[config.mk]
export PLATFORM = sky130hd
export DESIGN_NAME = nco_freq_sweep_ctrl
export DESIGN_NICKNAME = d
export VERILOG_FILES = /design/src/rtl/nco_freq_sweep_ctrl.sv
export SDC_FILE = /design/constraint.sdc
export NUM_CORES = 1
export LEC_CHECK = 0
export CORE_MARGIN = 5
export CORE_UTILIZATION = 30
export DETAILED_ROUTE_END_ITERATION = 8
export PLACE_DENSITY = 0.47
export SKIP_LAST_GASP = 1
export SLEW_MARGIN = 20
export SYNTH_ARGS = -nofsm -noshare
export SYNTH_HDL_FRONTEND = slang
export SYNTH_SLANG_ARGS = --single-unit
[constraint.sdc]
create_clock -name clk -period 4.2 [get_ports clk]
set_input_delay 0.84 -clock clk [delete_from_list [all_inputs] [get_ports clk]]
set_output_delay 0.84 -clock clk [all_outputs]
set_load 0.005 [all_outputs]
[src/rtl/nco_freq_sweep_ctrl.sv]
// Purpose: steps the 3-bit NCO frequency select through a latched index range, holding each index for a dwell.
// Latency: 1 cycle from start to the first freq_sel/freq_load; all outputs registered.
// Backpressure: none; counting is gated only by sample_tick, and stop aborts at the next edge.
//
// Ports:
//   clk, reset            clock and asynchronous active-high reset
//   sample_tick           sample-rate enable; the dwell counter advances only when high
//   start, stop           begin sweep (honoured in IDLE only) / abort to IDLE (highest priority)
//   mode_loop             1 = wrap back to first_idx after last_idx, 0 = single pass
//   first_idx, last_idx   inclusive index range, ascending modulo 8
//   dwell                 sample ticks per step (0 behaves as 1)
//   freq_sel              select to the NCO tuning-word mux
//   freq_load             one-cycle strobe in the cycle freq_sel takes a new value
//   busy                  high while a sweep is running
//   done                  one-cycle strobe at the normal end of a single-pass sweep
module nco_freq_sweep_ctrl #(
    parameter int DWELL_W = 24
) (
    input  logic               clk,
    input  logic               reset,
    input  logic               sample_tick,
    input  logic               start,
    input  logic               stop,
    input  logic               mode_loop,
    input  logic [2:0]         first_idx,
    input  logic [2:0]         last_idx,
    input  logic [DWELL_W-1:0] dwell,
    output logic [2:0]         freq_sel,
    output logic               freq_load,
    output logic               busy,
    output logic               done
);

    localparam logic [DWELL_W-1:0] CNT_ONE = DWELL_W'(1);

    typedef enum logic {
        IDLE  = 1'b0,
        DWELL = 1'b1
    } state_t;

    state_t             state;
    logic [DWELL_W-1:0] cnt;
    logic [DWELL_W-1:0] dwell_lat;
    logic [2:0]         first_lat;
    logic [2:0]         last_lat;
    logic               loop_lat;

    logic [DWELL_W-1:0] cnt_inc;
    logic               step_due;

    // dwell_lat is never 0, so equality on the incremented count always hits
    // before the counter can wrap.
    assign cnt_inc  = cnt + CNT_ONE;
    assign step_due = sample_tick && (cnt_inc == dwell_lat);

    always_ff @(posedge clk or posedge reset) begin
        if (reset) begin
            state     <= IDLE;
            cnt       <= '0;
            dwell_lat <= '0;
            first_lat <= '0;
            last_lat  <= '0;
            loop_lat  <= 1'b0;
            freq_sel  <= '0;
            freq_load <= 1'b0;
            busy      <= 1'b0;
            done      <= 1'b0;
        end else begin
            // Strobes default low; only the branches below raise them.
            freq_load <= 1'b0;
            done      <= 1'b0;

            if (stop) begin
                // Abort: freq_sel holds its last value, no strobes.
                state <= IDLE;
                busy  <= 1'b0;
                cnt   <= '0;
            end else begin
                case (state)
                    IDLE: begin
                        if (start) begin
                            first_lat <= first_idx;
                            last_lat  <= last_idx;
                            loop_lat  <= mode_loop;
                            dwell_lat <= (dwell == '0) ? CNT_ONE : dwell;
                            freq_sel  <= first_idx;
                            freq_load <= 1'b1;
                            busy      <= 1'b1;
                            cnt       <= '0;
                            state     <= DWELL;
                        end
                    end

                    DWELL: begin
                        if (step_due) begin
                            cnt <= '0;
                            if (freq_sel != last_lat) begin
                                // 3-bit add wraps 7 -> 0 for ranges with first > last.
                                freq_sel  <= freq_sel + 3'd1;
                                freq_load <= 1'b1;
                            end else if (loop_lat) begin
                                freq_sel  <= first_lat;
                                freq_load <= 1'b1;
                            end else begin
                                state <= IDLE;
                                busy  <= 1'b0;
                                done  <= 1'b1;
                            end
                        end else if (sample_tick) begin
                            cnt <= cnt_inc;
                        end
                    end

                    default: begin
                        state <= IDLE;
                        busy  <= 1'b0;
                        cnt   <= '0;
                    end
                endcase
            end
        end
    end

endmodule

* Yosys cells after proc, flatten, opt, wreduce, memory -nomap -nowiden
Cells that the tools add are included.
** Storage, ports and cells
- Flip-flop bits (word level) :: 62
- Input port bits :: 36
- Output and inout port bits :: 6
- Logic and storage cells :: 61
** Operators by class
- Add/subtract/negate cells :: 2
- Equality and inequality tests :: 10
- Multiplexer cells :: 31
- Bitwise operators :: 2
- Reductions and logical operators :: 6
** Operators with widths (number)
- $mux 24 :: 5
- $pmux 24 s2 :: 1
- $add 24x1->24 const B :: 1
- $eq 24x24->1 :: 1
- $logic_not 24->1 :: 1
- $mux 1 :: 17
- $mux 3 :: 4
- $ne 3x3->1 const B :: 3
- $reduce_and 4->1 :: 2
- $pmux 1 s2 :: 3
- $pmux 3 s2 :: 1
- $ne 4x3->1 const B :: 1
- $add 3x1->3 const B :: 1
- $ne 3x1->1 const B :: 1
- $ne 3x2->1 const B :: 1
- $ne 3x3->1 :: 1
- $reduce_and 3->1 :: 1
- $ne 2x1->1 const B :: 1
- $ne 2x2->1 const B :: 1
- $not 1->1 :: 2
- $reduce_and 2->1 :: 1
- $logic_and 1x1->1 :: 1

* Logic depth before layout (Yosys ltp)
Gate-level depths: netlist of the first run.
- Word-level depth :: 6
- Gate-level depth with buffers :: 12
- Mapped depth without buffers :: 9

* Worst setup path after synthesis of the first run
OpenSTA, ideal clock, no wires.
- Path type :: register to register
- Start :: register cnt[5]
- End :: register freq_sel[1]
- Setup time :: 0.124 ns
- Arrival :: 3.099 ns
- Data required time :: 4.076 ns
- Path slack :: 0.977 ns
- Stages on the path, launching flop included :: 11
- Path buffers :: 2
- Clock period less this slack :: 3.223 ns
- Cell sequence :: dfrtp_1 > buf_2 > nand3_2 > or3_1 > buf_2 > or4_4 > xnor2_2 > or4_4 > nor4_4 > a21oi_1 > a211o_1
** Between the ends
- Longest elaborated chain between the ends :: 5
** Ends and longest elaborated chain
- from (decl) :: line 42 : logic [DWELL_W-1:0] cnt;
- from (signal assigned) :: line 110 : cnt <= cnt_inc;
- $add 24x1->24 :: line 53 : assign cnt_inc = cnt + CNT_ONE;
- $eq 24x24->1 :: line 54 : assign step_due = sample_tick && (cnt_inc == dwell_lat);
- $logic_and 1x1->1 :: line 54
- $ne 2x1->1 (no line)
- $reduce_and 4->1 (no line)
- to (signal assigned) :: line 86 : freq_sel <= first_idx;
- to (signal assigned) :: line 99 : freq_sel <= freq_sel + 3'd1;
- to (signal assigned) :: line 102 : freq_sel <= first_lat;
- to (decl) :: line 28 : output logic [2:0] freq_sel,
No other way between the ends.
A chain may end at the register's enable or synchronous reset.

* Worst setup path in the final report of the first run
- Start :: register cnt[0]
- End :: register freq_sel[2]
The elaborated chain is that of the path after synthesis.

==> metrics.txt, run 1 <==
mapped cell area=3930 µm²; Total GRT Usage=14.5%; Hold Crit Class=reg2reg; Placer Congestion=0.836; CTS sink count=62; CP Max Fanout=10; DP Wirelength=between 8 and 9 mm; CTS tree=yes; synth warn=0; Final setup viols=0; Setup crit end kind=flip-flop; DIE AREA=between 15,000 and 20,000 µm²; Final Hold Viols=0; required time worst endpoint=4420 ps; syn_nets=489; clock buffer depth=2; Sequential Power Share=38.6%; FMAX=0.269 GHz; Die Ht=125 µm; Pleak=2.02 nW; Post-Syn Area per Cell=8.72 µm²; row cnt=41; R2R Path End=freq_sel[2]; number of flops mapped to enable cells by yosys=0; combinational share of power=17.5%; crit start category=flip-flop; Root Driver=clkbuf_16; # Max-Cap Violations=0; initial antenna violation count=0; area grow syn2layout=22.8%; r2r startpoint=cnt[0]; global-route wire length before repair=about 18 mm; Pint=1.34 mW; top-level I/O count=42; Pwr Density=roughly 380 nW/µm²; FF-to-FF setup slack=480 ps; Pwr Total=1.83 mW; Fillers=1,374; H-tree Lvls=3; Tightest Pin Transition=a little under 900 ps; Critical Path Stages=9; sequential area share after synthesis=39.4%; Setup CP Type=reg2reg; P_sw=493 µW; asr flop ratio synth=100%; slowest CP cell=nor4_4; wire per inst=16.6 µm; final setup skew=5.68 ps; share of post-route cells with drive strength above 1=about an eighth; initial drt markers=200; maximum VDD drop=roughly 0.00019 V; Routed Antenna Nets=0; DR pass1 iterations=4; Clock transition at path regs=around 60 ps; final wirelength=around 11 mm; CTS Hold Buffers Added=0; ys flop type=dfrtp_1; port bufs=41; max_slew headroom=between 40% and 50%; PostCTS Resize Cnt=0; RSZ-0062 raised after global routing=false; clock share of power=between 40% and 50%; Hold Crit Start=first_lat[2]; DRC=0; WHS Endpoint=first_lat[2]; crit path buf inv count=0; Syn Inst Count=451; Skew-Pair Late Insertion Delay=330 ps; grt ovf=0; pin count of the biggest net entering global routing=36; Seq cells post-synth=62; Num CTS Buffers=9; max-slew violations=0; worst reg-to-reg path cell count=9; CP cell instances=ha_1 -> nand4_2 -> nor2_2 -> a31oi_1 -> or4_1 -> or4_4 -> nor4_4 -> a21oi_1 -> a211o_1; Initial Utilization=30.9%; crit path time final=3720 ps; Core Region=12,700 µm²; via count=3,392; hold path depth=1; Sw Ratio=26.9%; die width=125 µm; Post-CTS Setup Inserts=0; nets=approximately 530; part of the cycle the worst path needs=88.5%; drt via density=5.11; vias in the first global route=roughly 3,400; critical path arrival=3930 ps; Max stage delay on crit path=600 ps; outcome=finished, final reports clean; setup TNS=0 ps; unique cell type count in the Yosys netlist=roughly 70; largest delay contributor family on the critical path=simple AND/OR/NAND/NOR gates; Antenna diodes=0
[cell type report]
| class | count | area, µm² | area share (%) |
|---|---|---|---|
| clock inverters | 4 | 70.1 | 1.45 |
| well taps | 172 | 215 | 4.46 |
| inverters | 12 | 45.0 | 0.933 |
| clock buffers | 12 | 246 | 5.10 |
| multi-input cells | 351 | 2220 | 45.9 |
| repair buffers | 51 | 485 | 10.1 |
| flip-flops and latches | 62 | 1550 | 32.1 |
[registers in the layout, indices dropped and copies added, names as in the netlist]
name and count:
state 1, last_lat 3, freq_sel 3, dwell_lat 24, cnt 24, loop_lat 1
freq_load 1, first_lat 3, done 1, busy 1
[Yosys cell counts, drive strengths merged (2+ instances only)]
| cell | number | area [µm²] |
|---|---|---|
| o311ai | 2 | 25.0 |
| inv | 12 | 45.0 |
| o22ai | 12 | 125 |
| a21o | 3 | 22.5 |
| mux2 | 3 | 33.8 |
| a221o | 2 | 20.0 |
| a211oi | 2 | 15.0 |
| and2 | 5 | 31.3 |
| dfrtp | 62 | 1550 |
| ha | 2 | 25.0 |
| xor2 | 14 | 123 |
| or2 | 2 | 12.5 |
| nor4 | 15 | 109 |
| and4 | 4 | 35.0 |
| and3 | 10 | 62.6 |
| o21ai | 8 | 47.6 |
| xnor2 | 25 | 226 |
| nand2 | 112 | 420 |
| nand3 | 17 | 90.1 |
| nand4 | 10 | 75.1 |
| a211o | 2 | 17.5 |
| o31ai | 8 | 70.1 |
| a22o | 3 | 26.3 |
| clkbuf | 14 | 55.1 |
| o2111ai | 2 | 17.5 |
| or3 | 6 | 37.5 |
| buf | 12 | 68.8 |
| a31oi | 10 | 77.6 |
| nor3 | 10 | 55.1 |
| nand2b | 5 | 31.3 |
| or4 | 6 | 52.6 |
| a21oi | 17 | 85.1 |
| nor2 | 16 | 65.1 |
[worst max path at each step]
stage,from,to,slack (ps)
floorplan,cnt[5],freq_sel[1],980
global placement,cnt[0],freq_sel[2],530
detailed placement,cnt[0],freq_sel[2],510
CTS,cnt[0],freq_sel[2],480
global route,cnt[0],cnt[8],180
finish,cnt[0],freq_sel[2],480
[stage by stage]
step	setup slack, ps	instances	instance area [µm²]	hold slack, ps	utilization, %
2_1_floorplan	977	451	3930	445	-
3_3_place_gp	525	648	4510	467	35.5
3_5_place_dp	507	648	4510	466	35.5
4_1_cts	483	664	4830	479	38.0
5_1_grt	178	664	4830	514	38.0
6_report	482	664	4830	474	38.0
[cells by family after synthesis]
family,share of synthesized area (%)
and+or+nand+nor,29.2
AOI/OAI and AO/OA,16.7
DFF,39.4
xor gates and xnor gates,8.87
buffers and inverters,4.29
muxes,0.859
adders and majority gates,0.636
[layer usage]
metal	vias to the layer above	GRT usage (%)	share of wire [%]
met5	-	0	0
met4	0	5.87	1.7
met3	14	1.93	3.4
met2	70	22.5	46
met1	1616	20.3	49
li1	1692	-	-
[cells in the final DEF (no fill, tap or decap), types with 11 or more instances in the layout]
cell type / n
nor4_1: 14
inv_1: 11
a21oi_1: 17
xnor2_1: 24
dfrtp_1: 62
xor2_1: 14
nor2_1: 13
nand3_1: 16
clkdlybuf4s50_1: 41
nand2_1: 112
[power groups by stage]
stage / logic (mW) / clock network [mW] / registers [mW]
after floorplan: 0.215 / 0 / 0.702
after global placement: 0.318 / 0 / 0.720
after detailed placement: 0.320 / 0 / 0.720
after CTS: 0.323 / 0.830 / 0.710
after global routing: 0.358 / 0.847 / 0.717
final: 0.320 / 0.805 / 0.708
[worst register-to-register path, stage by stage (launching register included)]
cell and delay (ps):
dfrtp_1 490, ha_1 370, nand4_2 340, nor2_2 310, a31oi_1 110, or4_1 480, or4_4 500, nor4_4 600
a21oi_1 150, a211o_1 250
(Power assumes the default switching activity.)
==> run 2: changes to the inputs <==
--- a/config.mk
+++ b/config.mk
@@ -5,12 +5,13 @@
 export SDC_FILE = /design/constraint.sdc
 export NUM_CORES = 1
 export LEC_CHECK = 0
+export CAP_MARGIN = 40
 export CORE_MARGIN = 5
 export CORE_UTILIZATION = 30
+export CTS_CLUSTER_SIZE = 24
 export DETAILED_ROUTE_END_ITERATION = 8
 export PLACE_DENSITY = 0.47
 export SKIP_LAST_GASP = 1
-export SLEW_MARGIN = 20
 export SYNTH_ARGS = -nofsm -noshare
 export SYNTH_HDL_FRONTEND = slang
 export SYNTH_SLANG_ARGS = --single-unit
==> metrics.txt, run 2 (same netlist as run 1, synthesis figures left out) <==
outcome=finished, final reports clean; Antenna diodes=0; required time worst endpoint=4410 ps; Initial Utilization=30.9%; Setup CP Type=reg2reg; Setup crit end kind=flip-flop; Total GRT Usage=14.6%; crit start category=flip-flop; Placer Congestion=0.836; DP Wirelength=8.14 mm; critical path launch point=cnt[0]; hold path depth=1; grt ovf=0; final wirelength=~11 mm; PostCTS Resize Cnt=0; Hold Slack=475 ps; Post-CTS Setup Inserts=0; Root Driver=clkbuf_16; port bufs=41; wire per inst=16.5 µm; vias in the first global route=3,452; RSZ-0062 raised after global routing=false; Largest regs=cnt x24, dwell_lat x24; CTS Hold Buffers Added=0; Hold Crit Start=first_lat[1]; CP Max Fanout=10; WHS Endpoint=first_lat[1]; FMAX=between 0.2 and 0.3 GHz; Non-Filler Instances=664; Die Ht=approximately 120 µm; placed cells=649; DIE AREA=15,500 µm²; leading cell type in the layout, fill and taps excluded=nand2_1; Tightest Pin Transition=789 ps; share of post-route cells with drive strength above 1=12.2%; final setup skew=4.36 ps; crit path time final=3760 ps; via count=3,372; nets=526; Clock transition at path regs=50 ps; maximum VDD drop=0.000169 V; drt via density=5.08; Pwr Density=about 370 nW/µm²; # Max-Cap Violations=0; most frequent cells in the layout=nand2_1 (112), dfrtp_1 (62), clkdlybuf4s50_1 (41); Pwr Total=1.81 mW; worst reg-to-reg path cell count=9; pin count of the biggest net entering global routing=36; Skew-Pair Late Insertion Delay=~330 ps; r2r startpoint=cnt[0]; area grow syn2layout=22.8%; die width=approximately 120 µm; max_slew headroom=47.3%; CTS tree=yes; R2R Path End=freq_sel[2]; Core Region=12,700 µm²; Final Hold Viols=0; Routed Antenna Nets=0; Num CTS Buffers=9; part of the cycle the worst path needs=89.5%; Pleak=roughly 2.0 nW; top-level I/O count=42; max-slew violations=0; initial antenna violation count=0; FF-to-FF setup slack=440 ps; initial drt markers=between 150 and 200; setup TNS=0 ps; critical path arrival=3970 ps; global-route wire length before repair=18.4 mm; post-route setup slack=between 400 and 500 ps; Hold Crit Class=reg2reg; Final setup viols=0; DRC=0; row cnt=41; CTS sink count=62; H-tree Lvls=3; pre-CTS setup slack=501 ps; clock buffer depth=2; DR pass1 iterations=4
-- run 2: changes by cell type in the layout (fill, tap and decap cells not counted), sizes merged --
cell | before | now
clkinv | 2 | 3
clkbuf | 12 | 10
buf | 10 | 11
-- run 2: worst max path at each step --
stage / slack [ps] / to / cells after the start
5_1_grt: 180 / cnt[8] / 11
6_report: 440 / freq_sel[2] / 9
3_3_place_gp: 530 / freq_sel[2] / 10
4_1_cts: 490 / freq_sel[2] / 9
2_1_floorplan: 980 / freq_sel[1] / 10
3_5_place_dp: 500 / freq_sel[2] / 9
-- run 2: layout make-up --
class                           instances  area (µm²)
Timing Repair Buffer                   52         500
Clock inverter                          5        75.1
Fill cell                            1366        7890
Inverter                               12        45.0
Tap cell                              172         215
Multi-Input combinational cell        351        2220
Sequential cell                        62        1550
Clock buffer                           10         229
-- run 2: report_power, final --
group | internal (mW) | leakage (nW) | switching, mW
logic | 0.154 | 1.06 | 0.166
clock network | 0.513 | 0.152 | 0.265
registers | 0.654 | 0.808 | 0.0543
-- run 2: per-layer routing --
metal  global-route usage, %  wire length, µm  up-vias
met1                    20.4             5270     1592
met4                    4.26              152        0
met3                    3.13              441       10
li1                        -                -     1693
met5                       0                0        -
met2                    22.6             5070       77
-- run 2: through the flow --
stage          util, %  area (µm²)
3_5_place_dp      35.6        4530
4_1_cts           38.0        4830
6_report          38.0        4830
2_1_floorplan        -        3930
3_3_place_gp      35.5        4510
5_1_grt           38.0        4830
-- run 2: worst max-delay path, cell delays in order, from the launching register on --
cell and delay, ps:
dfrtp_1 490, ha_1 370, nand4_2 370, nor2_2 310, a31oi_1 120, or4_1 490
or4_4 500, nor4_4 600, a21oi_1 130, a211o_1 250
==> run 3: changes to the inputs <==
--- a/config.mk
+++ b/config.mk
@@ -12,6 +12,7 @@
 export DETAILED_ROUTE_END_ITERATION = 8
 export PLACE_DENSITY = 0.47
 export SKIP_LAST_GASP = 1
+export SLEW_MARGIN = 20
 export SYNTH_ARGS = -nofsm -noshare
 export SYNTH_HDL_FRONTEND = slang
 export SYNTH_SLANG_ARGS = --single-unit
==> metrics.txt, run 3 (same netlist as run 1, synthesis figures left out) <==
crit path time final=3760 ps; drt via density=5.06; Num CTS Buffers=9; Setup crit end kind=flip-flop; Reg area=between 1500 and 2000 µm²; Skew-Pair Late Insertion Delay=330 ps; maximum VDD drop=approximately 0.00017 V; outcome=finished, final reports clean; Hold Crit Class=reg2reg; most frequent cells in the layout=nand2_1 (112), dfrtp_1 (62), clkdlybuf4s50_1 (41); RSZ-0062 raised after global routing=false; DR pass1 iterations=4; nets=527; CTS Hold Buffers Added=0; Routed Antenna Nets=0; leading cell type in the layout, fill and taps excluded=nand2_1; CP Max Fanout=10; Non-Filler Instances=665; Hold Slack=~470 ps; top-level I/O count=42; final setup skew=between 4 and 5 ps; Final setup viols=0; Post-DP Area=roughly 4500 µm²; FF-to-FF setup slack=440 ps; CTS sink count=62; global-route wire length before repair=18.4 mm; hold path depth=1; port bufs=41; crit start category=flip-flop; Pwr Density=372 nW/µm²; Clock transition at path regs=50 ps; Hold Crit Start=first_lat[1]; CTS tree=yes; vias in the first global route=between 3,000 and 4,000; worst reg-to-reg path cell count=9; Fillers=1,364; max_slew headroom=43.1%; Tightest Pin Transition=845 ps; Root Driver=clkbuf_16; Largest regs=cnt x24, dwell_lat x24; initial antenna violation count=0; Setup CP Type=reg2reg; die width=125 µm; max-slew violations=0; area of the multi-input gates=2220 µm²; wire per inst=about 17 µm; r2r startpoint=cnt[0]; required time worst endpoint=4410 ps; placed cells=649; initial drt markers=170; setup TNS=0 ps; WHS Endpoint=first_lat[1]; Final Hold Viols=0; H-tree Lvls=3; R2R Path End=freq_sel[2]; # Max-Cap Violations=0; Placer Congestion=0.836; area grow syn2layout=23.3%; critical path launch point=cnt[0]; Post-CTS Setup Inserts=0; clock buffer depth=2; Core Region=~13,000 µm²; part of the cycle the worst path needs=89.5%; pin count of the biggest net entering global routing=36; Pleak=2.03 nW; Total GRT Usage=between 10% and 20%; DP Wirelength=between 8 and 9 mm; critical path arrival=3970 ps; grt ovf=0; Initial Utilization=30.9%; Post-Layout Inst Area=about 4900 µm²; Antenna diodes=0; final core occ=38.1%; share of post-route cells with drive strength above 1=around 12%; row cnt=41; DIE AREA=15,500 µm²; FMAX=0.266 GHz; final wirelength=11.0 mm; via count=3,364; PostCTS Resize Cnt=0; DRC=0; Die Ht=125 µm
[run 3: per-stage QoR]
stage / setup WS, ps / total power [mW]
2_1_floorplan: 977 / 0.916
3_5_place_dp: 501 / 1.04
3_3_place_gp: 525 / 1.04
5_1_grt: 185 / 1.90
6_report: 439 / 1.81
4_1_cts: 490 / 1.83
[run 3: how the worst max path moves through the flow]
stage          cells after the start          end  slack (ps)
2_1_floorplan                     10  freq_sel[1]         980
3_3_place_gp                      10  freq_sel[2]         530
5_1_grt                           11       cnt[8]         180
4_1_cts                            9  freq_sel[2]         490
3_5_place_dp                       9  freq_sel[2]         500
6_report                           9  freq_sel[2]         440
[run 3: worst max-delay path: stages, from the launching register on]
cell     delay [ps]
dfrtp_1         490
ha_1            370
nand4_2         350
nor2_2          300
a31oi_1         120
or4_1           490
or4_4           500
nor4_4          620
a21oi_1         140
a211o_1         250
[run 3: per-layer routing]
layer	GRT usage (%)	wire length [µm]	vias up	share of wire [%]
met4	4.26	127	0	1.2
met1	20.4	5330	1591	48
met5	0	0	-	0
met2	22.6	5100	67	46
met3	3.13	452	9	4.1
li1	-	-	1697	-
[run 3: cell type report]
cell class / count / share of cell area [%]
Multi-Input combinational cell: 351 / 45.7
Sequential cell: 62 / 32.0
Timing Repair Buffer: 53 / 10.7
Clock buffer: 10 / 4.72
Tap cell: 172 / 4.44
Clock inverter: 5 / 1.55
Inverter: 12 / 0.928
[run 3: power breakdown]
| group | switching [mW] | total, mW | internal, mW |
|---|---|---|---|
| clock | 0.263 | 0.776 | 0.513 |
| combinational | 0.167 | 0.323 | 0.156 |
| sequential | 0.0538 | 0.708 | 0.654 |
| total | 0.484 | 1.81 | 1.32 |
